## config.mk

```make
export PLATFORM = sky130hd
export DESIGN_NAME = game_flow_controller
export DESIGN_NICKNAME = d
export VERILOG_FILES = /design/src/rtl/game_flow_controller.sv
export SDC_FILE = /design/constraint.sdc
export NUM_CORES = 1
export LEC_CHECK = 0
export ABC_CLOCK_PERIOD_IN_PS = 2650
export CORE_MARGIN = 2
export CORE_UTILIZATION = 54
export DETAILED_ROUTE_END_ITERATION = 10
export HOLD_SLACK_MARGIN = 0.08
export PLACE_DENSITY = 0.81
export SYNTH_ARGS = -nofsm -noshare
export SYNTH_HDL_FRONTEND = slang
export SYNTH_SLANG_ARGS = --single-unit
```

## constraint.sdc

```tcl
create_clock -name CLK -period 2.65 [get_ports CLK]
set_clock_uncertainty 0.05 [all_clocks]
set_input_delay 0.3975 -clock CLK [delete_from_list [all_inputs] [get_ports CLK]]
set_output_delay 0.3975 -clock CLK [all_outputs]
set_load 0.01 [all_outputs]
```

## src/rtl/game_flow_controller.sv

```systemverilog
// game_flow_controller: serve/play/lost/over/clear sequencer with serial block-count scan.
// Optional pause (macro PAUSE_EN) adds BTN_PAUSE and reports GAME_STATE 6 while paused.
module game_flow_controller #(
    parameter int LIVES_INIT        = 3,
    parameter int PHYS_RESET_CYCLES = 4,
    parameter int LOST_DELAY_FRAMES = 60,
    parameter int BLOCK_COUNT       = 72
) (
    input  logic                   CLK,
    input  logic                   RESET_N,
    input  logic                   FRAME_TICK,
    input  logic                   BTN_RELEASE,
    input  logic                   BALL_LOST,
    input  logic [BLOCK_COUNT-1:0] BLOCK_STATE,
`ifdef PAUSE_EN
    input  logic                   BTN_PAUSE,
`endif
    output logic                   PHYS_RESET,
    output logic                   START_UPDATE,
    output logic [1:0]             LIVES,
    output logic [6:0]             BLOCKS_LEFT,
    output logic [2:0]             GAME_STATE,
    output logic                   GAME_OVER,
    output logic                   LEVEL_CLEAR
);
    localparam logic [2:0] S_RESET = 3'd0;
    localparam logic [2:0] S_SERVE = 3'd1;
    localparam logic [2:0] S_PLAY  = 3'd2;
    localparam logic [2:0] S_LOST  = 3'd3;
    localparam logic [2:0] S_OVER  = 3'd4;
    localparam logic [2:0] S_CLEAR = 3'd5;

    logic [2:0]             state_q, state_d;
    logic [1:0]             lives_q, lives_d;
    logic [3:0]             rst_cnt_q, rst_cnt_d;
    logic [7:0]             lost_cnt_q, lost_cnt_d;
    logic [BLOCK_COUNT-1:0] sh_q, sh_d;
    logic [6:0]             acc_q, acc_d;
    logic [6:0]             scan_cnt_q, scan_cnt_d;
    logic [6:0]             blocks_q, blocks_d;
    logic                   done_q, done_d;
    logic                   start_q, start_d;
    logic                   btn_q;
    logic                   rel_rise, paused, in_rst, busy;
`ifdef PAUSE_EN
    logic                   pause_q, pause_d, pbtn_q;
`endif

    always_comb begin
        rel_rise   = BTN_RELEASE & ~btn_q;
`ifdef PAUSE_EN
        paused     = pause_q;
`else
        paused     = 1'b0;
`endif
        state_d    = state_q;
        lives_d    = lives_q;
        rst_cnt_d  = '0;
        lost_cnt_d = '0;
        case (state_q)
            S_RESET: begin
                rst_cnt_d = rst_cnt_q + 4'd1;
                if (rst_cnt_q == 4'(PHYS_RESET_CYCLES - 1)) state_d = S_SERVE;
            end
            S_SERVE: if (BTN_RELEASE) state_d = S_PLAY;
            S_PLAY: if (!paused) begin
                if (done_q && blocks_q == 7'd0) state_d = S_CLEAR;
                else if (BALL_LOST) begin
                    state_d = S_LOST;
                    lives_d = (lives_q == 2'd0) ? 2'd0 : lives_q - 2'd1;
                end
            end
            S_LOST: begin
                lost_cnt_d = lost_cnt_q + {7'd0, FRAME_TICK};
                if (FRAME_TICK && lost_cnt_q == 8'(LOST_DELAY_FRAMES - 1)) begin
                    lost_cnt_d = '0;
                    state_d    = (lives_q == 2'd0) ? S_OVER : S_RESET;
                end
            end
            S_OVER: if (rel_rise) begin
                state_d = S_RESET;
                lives_d = 2'(LIVES_INIT);
            end
            S_CLEAR: if (rel_rise) state_d = S_RESET;
            default: state_d = S_RESET;
        endcase
        start_d    = FRAME_TICK && (state_q == S_SERVE || state_q == S_PLAY) && !paused;
        // Entering or sitting in RESET aborts the scan so a stale zero count cannot trigger CLEAR
        in_rst     = (state_q == S_RESET) || (state_d == S_RESET);
        busy       = scan_cnt_q != 7'd0;
        sh_d       = busy ? sh_q >> 1 : sh_q;
        acc_d      = busy ? acc_q + {6'd0, sh_q[0]} : acc_q;
        scan_cnt_d = busy ? scan_cnt_q - 7'd1 : scan_cnt_q;
        done_d     = scan_cnt_q == 7'd1;
        blocks_d   = done_d ? acc_d : blocks_q;
        if (in_rst) begin
            scan_cnt_d = '0;
            done_d     = 1'b0;
            blocks_d   = 7'(BLOCK_COUNT);
        end else if (FRAME_TICK) begin
            sh_d       = BLOCK_STATE;
            acc_d      = '0;
            scan_cnt_d = 7'(BLOCK_COUNT);
            done_d     = 1'b0;
            blocks_d   = blocks_q;
        end
`ifdef PAUSE_EN
        pause_d    = (state_q == S_PLAY) && (state_d == S_PLAY) && (pause_q ^ (BTN_PAUSE & ~pbtn_q));
`endif
    end

    always_ff @(posedge CLK or negedge RESET_N) begin
        if (!RESET_N) begin
            state_q    <= S_RESET;
            lives_q    <= 2'(LIVES_INIT);
            rst_cnt_q  <= '0;
            lost_cnt_q <= '0;
            sh_q       <= '0;
            acc_q      <= '0;
            scan_cnt_q <= '0;
            blocks_q   <= 7'(BLOCK_COUNT);
            done_q     <= 1'b0;
            start_q    <= 1'b0;
            btn_q      <= 1'b0;
`ifdef PAUSE_EN
            pause_q    <= 1'b0;
            pbtn_q     <= 1'b0;
`endif
        end else begin
            state_q    <= state_d;
            lives_q    <= lives_d;
            rst_cnt_q  <= rst_cnt_d;
            lost_cnt_q <= lost_cnt_d;
            sh_q       <= sh_d;
            acc_q      <= acc_d;
            scan_cnt_q <= scan_cnt_d;
            blocks_q   <= blocks_d;
            done_q     <= done_d;
            start_q    <= start_d;
            btn_q      <= BTN_RELEASE;
`ifdef PAUSE_EN
            pause_q    <= pause_d;
            pbtn_q     <= BTN_PAUSE;
`endif
        end
    end

    assign PHYS_RESET   = state_q == S_RESET;
    assign START_UPDATE = start_q;
    assign LIVES        = lives_q;
    assign BLOCKS_LEFT  = blocks_q;
    assign GAME_STATE   = paused ? 3'd6 : state_q;
    assign GAME_OVER    = state_q == S_OVER;
    assign LEVEL_CLEAR  = state_q == S_CLEAR;
endmodule
```

==> results summary, run 1 <==
The path with the worst hold slack has its endpoint at btn_q. The number of antenna violations at the first check in global routing came out at 0. Summed over its instances, the top area cell type makes up 48.7% of the synthesized netlist area. The data arrival at the endpoint of the critical path is 2.09 ns. Counting tap cells, the placed design contains a total of 793 instances.

The dominant synthesized flop cell is dfrtp_1. Power spread over the standard cell area amounts to 1310 mW/mm2. The count of endpoints failing setup in the final report is 0. The die is 106 um wide.

The mux contribution to synthesized area is 14.5%. The origin of the worst min-delay path is BTN_RELEASE. Sorting the synthesized cells by area gives the leading types as dfrtp_1, nand2_1, mux2_2. After detailed routing, the average wire length per cell comes to 14.1 um. The min-delay analysis places its worst path in the category input port to flop. The synthesized netlist occupies a cell area of 0.00560 mm2. The floorplan step set the die height to 106 um.

The CTS sink count is 113. The cell count along the critical path is 3. After detailed routing, the number of vias per cell comes to 5.20. The number of buffers created by CTS is 17. The power share of the clock group came out at 22.1%.

The placement row count came out at 37. The total overflow reported by the global router is 0. Clock-pin slew was measured on the worst setup and hold paths at 0.06 ns. The final cell count without fillers came out at 826. The worst flop-to-flop path endpoint is sh_q[41].

The remaining design rule violation count came out at 0. The die covers 0.0112 mm2. The post-CTS setup-driven buffer insertion count is 0.

The area of the placeable core came out at 0.0102 mm2. The depth of the worst register-to-register path came out at 7. Once the floorplan was initialized, standard cells occupied 54.9% of the core.

The type of element capturing the critical path is an output port. The run finished with clean final reports. The count of buffers from port buffering is 92. The slew at the pin closest to its max-slew limit came out at 0.672 ns.

The number of synthesized flops with an enable pin is 0. The fraction of synthesized cell area in xor and xnor cells came out at 2.82%. The share of the clock period used by the worst path is 95.8%. Traced cell by cell, the critical path runs through or3_4 > inv_1 > clkdlybuf4s50_1. Together, buffers and inverters on the worst path number 2. The antenna diode count is 0. The maximum vdd drop came out at 0.858 mV. The final critical-path setup slack came out at 0.110 ns.

At the end of routability-driven placement, the weighted congestion stood at 0.817. Of the total synthesized cell area, the portion taken by full adders, half adders and majority gates is 1.57%. The kind of cell with the highest combined delay along the critical path is buffers and inverters. The share of total power in combinational logic came out at 47.7%. The number of max-cap violations is 0. STA classifies the critical path startpoint as a flop. The maximum clock path buffer count came out at 2. The sum of net half-perimeters after detailed placement came out at 7.61 mm. The synthesized netlist net count came out at 660.

The total routing usage reported by global routing came out at 22.1%. The mean instance size in the synthesized netlist came out at 9.71 um2. The largest total area in the synthesized netlist belongs to dfrtp_1. The number of standard cells after synthesis is 576.

The worst endpoint required time came out at 2.20 ns. Timing analysis after detailed placement gives a worst setup slack of -0.175 ns. The area fraction in and, or, nand and nor cells after synthesis is 22.2%. The wire length of the first global-routing pass came out at 19.8 mm.

The switching fraction of total power came out at 36.7%. TritonCTS built the clock tree. The startpoint identified for the worst register-to-register timing path is BLOCKS_LEFT[1].

The internal portion of the total power is 6.04 mW. After synthesis, the largest family of logic cells by area is simple AND/OR/NAND/NOR gates. The relative slew slack is 55.2%.

After the last flow step, the layout net total stands at 761. The switching power is 3.51 mW. By count the netlist is led by nand2_1, dfrtp_1, mux2_2, nor2_1, xor2_1. The iteration count of the initial detailed-routing pass came out at 5.

In this run the worst path has a maximum fanout of 10. The achievable frequency is 394 MHz. The tree is rooted in a clkbuf_8. The delay of the slowest critical-path stage came out at 0.55 ns. Setup repair after global routing left no endpoint under its margin. The final-layout worst hold slack came out at 0.357 ns.

The sequential share of the synthesized area came out at 50.6%. The number of I/O pins is 93. The depth of the CTS H-tree came out at 4. The area growth from synthesis to layout came out at 30.5%.

The final-layout fill cell count came out at 745. In the post-synthesis netlist, the cell with the most instances is nand2_1. The power share of the sequential group is 30.2%. The type of the setup path with the least slack is flop to output port. Counting flops with an async set or reset pin after synthesis yields a share of 100%. Yosys printed 0 warnings.

After layout, the minimum clock period comes to 2.54 ns. The synthesized netlist devotes 4.52% of its cell area to compound gates. The largest individual stage delay along the critical path comes from the cell clkdlybuf4s50_1. The count of state elements after synthesis is 113. The via count of the first global-routing pass came out at 4379. The final count of hold timing violations is 0. The count of nets left with antenna violations once routing finished came out at 0. The max-slew violation count came out at 0. The pin count of the biggest net entering global routing is 77. The number of instances on the worst hold path is 1.

The flop-to-flop setup slack came out at 0.16 ns. In the final layout, the share of cells above drive strength 1 is 19.6%. The later-pin clock latency in the skew report is 0.50 ns.

The count of different cell masters after synthesis came out at 50. The count of vias placed by the detailed router is 4296. The final wirelength came out at 11.7 mm. The initial DRC count is 282. The static power due to leakage came out at 3.48 nW.
[per-stage QoR]
step           utilization, %  power (mW)  setup TNS [ns]  instance area, um2
6_report                 71.7        9.55               0                7300
5_1_grt                  71.7        10.3               0                7300
4_1_cts                  71.7        9.61               0                7300
3_5_place_dp             66.1        7.42           -9.87                6740
3_3_place_gp             66.1        7.18           -9.65                6740
2_1_floorplan               -        6.25               0                5600
[repair_timing]
item / in CTS / in global routing
setup endpoints to repair: 1 / 0
hold buffers: 1 / 0
hold endpoints to repair: 47 / 0
gates resized for setup: 1 / 0
[how the worst max path moves through the flow]
| stage | endpoint | from |
|---|---|---|
| 2_1_floorplan | sh_q[62] | BLOCKS_LEFT[1] |
| 3_3_place_gp | sh_q[59] | FRAME_TICK |
| 3_5_place_dp | sh_q[54] | FRAME_TICK |
| 4_1_cts | PHYS_RESET | GAME_STATE[2] |
| 5_1_grt | PHYS_RESET | GAME_STATE[2] |
| 6_report | PHYS_RESET | GAME_STATE[2] |
[routing by layer]
layer,part of all wire (%),routed length [um],track usage (%)
met5,0,0,0
met1,44,5160,28.1
met4,1.8,212,9.40
met3,4.0,472,4.39
met2,50,5820,36.8
[logic make-up after synthesis]
| family | Yosys count |
|---|---|
| AO/OA/AOI/OAI | 31 |
| XOR/XNOR | 18 |
| adder cells (fa/ha/maj) | 7 |
| buffers and inverters | 40 |
| flip-flops | 113 |
| multiplexers | 72 |
| AND/OR/NAND/NOR | 295 |
[cells in the final DEF (no fill, tap or decap), drive strengths merged, types with 3 or more instances in the layout]
cell type and count:
a21oi 6, nand4 3, nand2b 3, or3 3, clkbuf 20, a211oi 3
nand3 5, nand2 226, clkdlybuf4s50 91, nor3 8, xor2 14, nor2 27
dfstp 4, and2 3, clkinv 9, xnor2 4, dfrtp 109, buf 20
ha 7, nand3b 3, mux2 71, inv 10, o21ai 4
[state kept, by name (all words and copies together), names as in the netlist]
register	flops
acc_q	7
btn_q	1
scan_cnt_q	7
sh_q	72
rst_cnt_q	4
BLOCKS_LEFT	7
done_q	1
LIVES	2
GAME_STATE	3
lost_cnt_q	8
START_UPDATE	1
[power by group through the flow]
stage	logic (mW)	clock network (mW)	registers, mW
6_report	4.56	2.11	2.88
2_1_floorplan	3.46	0	2.80
3_3_place_gp	4.33	0	2.85
3_5_place_dp	4.53	0	2.89
4_1_cts	4.59	2.15	2.87
5_1_grt	5.12	2.23	2.96
[cell type report]
type | instances | area (um2) | share of cell area (%)
Clock buffer | 20 | 435 | 5.96
Timing Repair Buffer | 112 | 1150 | 15.7
Sequential cell | 113 | 2830 | 38.8
Multi-Input combinational cell | 423 | 2560 | 35.1
Clock inverter | 12 | 116 | 1.59
Tap cell | 136 | 170 | 2.33
Inverter | 10 | 37.5 | 0.514
No activity file was read; power rests on OpenSTA's default activity.
==> inputs of run 2 (changes only) <==
- PLACE_DENSITY: 0.81 -> 0.85
==> run 2 against run 1 <==
Compared with the run above:
- global-route usage up 2.0 points
- cell count up 0.48%
- worst setup slack worse by 0.0088 ns
- count of clock-buffer cells in the layout up 1
- clock power up 9.5%
- sequential share of layout area down 0.53 points
==> results summary, run 2 (synthesis results as in run 1) <==
The clock transition at the register clock pins on the worst setup and hold paths after CTS is 0.05 ns. The static power due to leakage is 3.53 nW. The number of antenna violations at the first check in global routing came to 0. The worst flop-to-flop path startpoint is BLOCKS_LEFT[1]. The via count of the first global-routing pass is 4505.

The placer congestion estimate is 0.831. The later-pin clock latency in the skew report came out at 0.52 ns. The type of element capturing the critical path is an output port.

The switching power is 3.60 mW. The setup TNS after final layout came out at 0 ns. The fraction of layout cells with a size suffix above 1 is 20.0%. The worst flop-to-flop path endpoint is sh_q[20]. The slew at the pin closest to its max-slew limit came out at 0.520 ns.

The maximum vdd drop came out at 1.03 mV. The final layout contains 765 nets. The instance area after placement came out at 0.00679 mm2.

The count of endpoints failing setup in the final report came out at 0. Of the total power, the clock network draws 23.3%. The starting utilization of the core area came out at 54.9%. The placement row count came out at 37. The total overflow reported by the global router is 0. Leaving out fill and tap cells, the most frequent cell in the layout is nand2_1. The repair_antennas step left the layout with diodes totalling 0. The clock tree root buffer cell is clkbuf_8.

The power per unit of standard cell area came out at 1330 mW/mm2. For hold timing, the worst endpoint is btn_q. The count of buffers from port buffering came out at 92. For flop-to-flop paths, the worst setup slack is 0.16 ns. The register with the most flip-flops in the layout has 72 of them. The initial DRC count is 281.

In this run the deepest clock path goes through 2 buffers. The maximum fanout along the worst path came out at 10. The share of the clock period used by the worst path is 96.2%.

The total routing usage reported by global routing came out at 24.0%. Entering global routing, the biggest net connects 66 pins. TritonCTS built the clock tree. The number of nets with antenna violations after detailed routing came out at 0.

The internal power consumption came out at 6.28 mW. The sum of net half-perimeters after detailed placement came out at 8.06 mm. Once layout is complete, the utilization of the core stands at 72.7%. The minimum clock period came out at 2.55 ns. The overall die area is 0.0112 mm2.

Counting every sink on the clock net gives 113. The detail-routed via count per cell is 5.28. The final-layout fill cell count came out at 712. The average wire per standard cell is 15.3 um.

Headroom to the max-slew limit came out at 65.3%. The depth of the CTS H-tree came out at 4. The top register by number of flip-flops is sh_q. Setup repair after global routing left no endpoint under its margin. Timing would allow up to 392 MHz. The kind of start point of the critical path is a flop. The depth of the worst register-to-register path came out at 7. The final count of hold timing violations was 0.

The number of clock buffers added by TritonCTS is 17. The wire length of the first global-routing pass is 21.2 mm. The worst min-delay path category is input port to flop. The library cells used most frequently in the layout, excluding fill and tap cells, are nand2_1, dfrtp_1, clkdlybuf4s50_1. The power share of the sequential group is 29.3%. For the worst setup path, the data arrival time is 2.10 ns. The area growth from synthesis to layout came out at 32.4%. The final wirelength is 12.7 mm. The floorplan die height came out at 106 um. The area of the placeable core came out at 0.0102 mm2. By startpoint and endpoint, the worst setup path is classified as flop to output port. The number of instances on the worst hold path is 1. The share of total power in combinational logic came out at 47.3%. The final critical-path setup slack came out at 0.102 ns.

In the final layout, the registers with the most flip-flops are sh_q x72, lost_cnt_q x8. The remaining design rule violation count is 0. The switching fraction of total power is 36.4%. 93 I/O pins were placed. The iteration count of the initial detailed-routing pass came out at 4. The post-CTS setup-driven buffer insertion count came out at 0. The run finished with clean final reports. The cell area after layout is 0.00741 mm2. The detailed router placed 4381 vias in this run. The width of the die is 106 um. In this run the most critical hold path is launched from BTN_RELEASE. The number of max-cap violations is 0. The max-slew violation count came to 0.

The worst endpoint required time is 2.20 ns. The worst slack at placement came out at -0.173 ns.
==> run 2: what timing repair did <==
action / CTS / global route
endpoints found under the setup margin: 1 / 2
hold endpoints to repair: 35 / 0
pin swaps: 0 / 0
resized for setup: 1 / 1
hold buffers: 1 / 0
==> run 2: worst max path at each step <==
stage                   start         end  slack [ns]  cells past startpoint
3_3_place_gp       FRAME_TICK    sh_q[18]       -0.13                      8
2_1_floorplan  BLOCKS_LEFT[1]    sh_q[62]        0.22                      6
4_1_cts         GAME_STATE[2]  PHYS_RESET        0.05                      3
3_5_place_dp       FRAME_TICK    sh_q[20]       -0.17                      8
6_report        GAME_STATE[2]  PHYS_RESET        0.10                      3
5_1_grt        BLOCKS_LEFT[1]    sh_q[20]        0.01                      7
==> run 2: layer usage <==
layer | routed length, um | vias to the layer above | share of wire [%] | GRT usage, %
li1 | - | 2116 | - | -
met1 | 5250 | 2127 | 41 | 29.1
met2 | 6760 | 119 | 53 | 41.5
met3 | 496 | 19 | 3.9 | 6.31
met4 | 210 | 0 | 1.7 | 8.46
met5 | 0 | - | 0 | 0
==> run 2: worst max-delay path: stages, from the launching register on <==
cell and delay (ns):
dfrtp_2 0.48, or3_4 0.46, inv_1 0.11, clkdlybuf4s50_1 0.53
==> run 2: through the flow <==
stage                     power (mW)  hold WS (ns)  std cells
final                           9.88         0.347        830
after global placement          7.19         0.340        797
after detailed placement        7.47         0.353        797
after floorplan                 6.25        0.0519        576
after CTS                       9.92         0.338        830
after global routing            10.6         0.334        830
==> run 2: power by group through the flow <==
stage | Combinational (mW) | Sequential [mW] | Clock, mW
after floorplan | 3.46 | 2.80 | 0
after global placement | 4.34 | 2.85 | 0
after detailed placement | 4.57 | 2.89 | 0
after CTS | 4.71 | 2.88 | 2.33
after global routing | 5.20 | 2.97 | 2.42
final | 4.67 | 2.90 | 2.31
==> run 2: area by class of cell <==
| class | count | area (um2) | share of cell area, % |
|---|---|---|---|
| flip-flops and latches | 113 | 2830 | 38.3 |
| inverters | 10 | 37.5 | 0.507 |
| multi-input cells | 423 | 2560 | 34.6 |
| clock buffers | 21 | 439 | 5.93 |
| clock inverters | 11 | 161 | 2.18 |
| well taps | 136 | 170 | 2.30 |
| repair buffers | 116 | 1200 | 16.2 |
==> inputs of run 3 (changes only) <==
- PLACE_DENSITY: 0.85 -> 0.92
- SLEW_MARGIN: not set -> 20
==> run 3 against run 2 <==
Compared with the run above:
- cell count shrank 0.24%
- worst setup slack lost 0.0067 ns
- core utilization grew 0.33 points
- critical endpoint unchanged
- highest routed layer unchanged
==> results summary, run 3 (synthesis results as in run 1) <==
The total overflow reported by the global router came out at 0. The worst setup path is captured at an output port. The number of max-cap violations is 0. The library cell used most frequently in the layout, excluding fill and tap cells, is nand2_1. At the end of the flow, the number of nets in the layout was 763.

The post-CTS setup-driven buffer insertion count is 0. In the routed layout, each cell is associated on average with a via count of 5.31. The starting utilization of the core area came out at 54.9%. The static power due to leakage is 3.54 nW. The worst endpoint required time came out at 2.20 ns. The final wirelength came out at 12.7 mm. The cell area after layout came out at 0.00744 mm2. The final count of hold timing violations was 0. The final-layout worst hold slack is 0.396 ns. The initial DRC count came out at 308. The number of antenna violations at the first check in global routing came out at 0. The switching fraction of total power came out at 36.3%.

The number of flip-flops under the largest register name came out at 72. The placement row count is 37. The end-of-flow core utilization is 73.1%. The run finished with clean final reports. The placer congestion estimate is 0.852. The internal power consumption is 6.44 mW. The floorplan step set the die width to 106 um. The critical path is of the flop to output port type. The iteration count of the initial detailed-routing pass is 4. Per report_power, the sequential group accounts for 28.6% of the total.

Setup repair after global routing left no endpoint under its margin. The routed layout has 4394 vias. The fraction of layout cells with a size suffix above 1 came out at 19.9%. The routed design could run at a clock period as short as 2.56 ns.

The final-layout fill cell count came out at 699. Once placement finished, the instance area stood at 0.00678 mm2. In the global route stage, overall resource usage came out at 24.4%. Entering global routing, the biggest net connects 65 pins. The antenna diode count came out at 0. The area taken by multi-input logic gates came out at 0.00256 mm2. Relative to the synthesized area, the layout overhead comes to 33.0%. The maximum clock path buffer count is 2. The area taken by flip-flops and latches is 0.00283 mm2.

The wire length of the first global-routing pass is 21.7 mm. The kind of start point of the critical path is a flop. The met2 track utilization from global routing came out at 44.0%. Per report_power, the clock group accounts for 24.5% of the total. Based on the critical path, the design can be clocked at up to 391 MHz. The depth of the CTS H-tree is 4. The switching power is 3.67 mW.

The most used routing layer is met2. The via count of the first global-routing pass came out at 4785. For the worst-skew pair, the clock arrives at the later sink with an insertion delay of 0.51 ns. After clock tree synthesis, the clock-pin slew on the worst setup and hold paths is 0.06 ns. More flip-flops sit in one register than any other, and that register is sh_q. For this run, global-route usage on met3 was measured as 6.62%.

The area of the placeable core is 0.0102 mm2. IR analysis of the VDD net gives a maximum drop of 0.702 mV. Buffers placed on the I/O ports in this run total 92.

The library cells used most frequently in the layout, excluding fill and tap cells, are nand2_1, dfrtp_1, clkdlybuf4s50_1. In this run the vertical extent of the chip is 106 um. The max-slew violation count was 0. The power per unit of standard cell area came out at 1360 mW/mm2. In the final layout, the registers with the most flip-flops are sh_q x72, lost_cnt_q x8. The relative slew slack came out at 56.8%.

TritonCTS built the clock tree. The number of I/O pins is 93. The die covers 0.0112 mm2.

The slew at the pin closest to its max-slew limit is 0.648 ns. The tightest min-delay check is of the input port to flop type. In this run, CTS created clock tree buffers numbering 17. For this run, design rule violations remaining after detail routing come to 0. The CTS sink count is 113. The share of total power in combinational logic came out at 46.8%. The average wire per standard cell came out at 15.4 um.

The share of the clock period used by the worst path came out at 96.4%. The number of nets with antenna violations after detailed routing came out at 0. Once detailed placement completed, the half-perimeter wirelength came to 8.41 mm. The maximum fanout along the worst path is 10. CTS placed an instance of clkbuf_8 at the clock tree root. The met1 track utilization from global routing is 27.8%. The data arrival at the endpoint of the critical path came out at 2.11 ns.

The count of endpoints failing setup in the final report came out at 0.
[run 3: timing repair]
item,CTS,global route
endpoints found under the hold margin,49,0
setup endpoints to repair,1,0
resized for setup,1,0
hold buffers,1,0
[run 3: power by group through the flow]
stage	Sequential (mW)	Clock [mW]	Combinational [mW]
after floorplan	2.80	0	3.46
after global placement	2.84	0	4.39
after detailed placement	2.89	0	4.67
after CTS	2.88	2.51	4.77
after global routing	2.97	2.61	5.28
final	2.90	2.48	4.73
[run 3: layout make-up]
cell class | instances | share of cell area (%)
Multi-Input combinational cell | 423 | 34.5
Sequential cell | 113 | 38.1
Clock buffer | 20 | 5.99
Clock inverter | 12 | 2.76
Inverter | 10 | 0.504
Timing Repair Buffer | 114 | 15.9
Tap cell | 136 | 2.29
[run 3: worst paths after layout]
path / startpoint / end / slack [ns] / cells after the start
max in group asynchronous: RESET_N / BLOCKS_LEFT[3] / 1.31 / 3
hold / removal: BLOCK_STATE[71] / sh_q[71] / 0.40 / 3
hold reg to reg: rst_cnt_q[0] / rst_cnt_q[0] / 0.41 / 1
setup / recovery: GAME_STATE[2] / PHYS_RESET / 0.09 / 3
min in group asynchronous: RESET_N / sh_q[14] / 0.43 / 2
setup reg to reg: BLOCKS_LEFT[1] / sh_q[31] / 0.17 / 7
[run 3: through the flow]
stage,power (mW),TNS (ns),cells,setup slack [ns]
6_report,10.1,0,828,0.0948
5_1_grt,10.9,0,828,0.0131
3_5_place_dp,7.56,-12.11,795,-0.193
2_1_floorplan,6.25,0,576,0.219
3_3_place_gp,7.23,-9.21,795,-0.145
4_1_cts,10.2,0,828,0.0857
[run 3: critical path, stage by stage, from the launching register on]
cell and delay (ns):
dfrtp_1 0.49, or3_4 0.49, inv_1 0.09, clkdlybuf4s50_1 0.54
[run 3: routing by layer]
| metal | part of all wire (%) | routed length [um] |
|---|---|---|
| met1 | 39 | 5020 |
| met2 | 55 | 7000 |
| met3 | 4.3 | 548 |
| met4 | 1.2 | 159 |
| met5 | 0 | 0 |
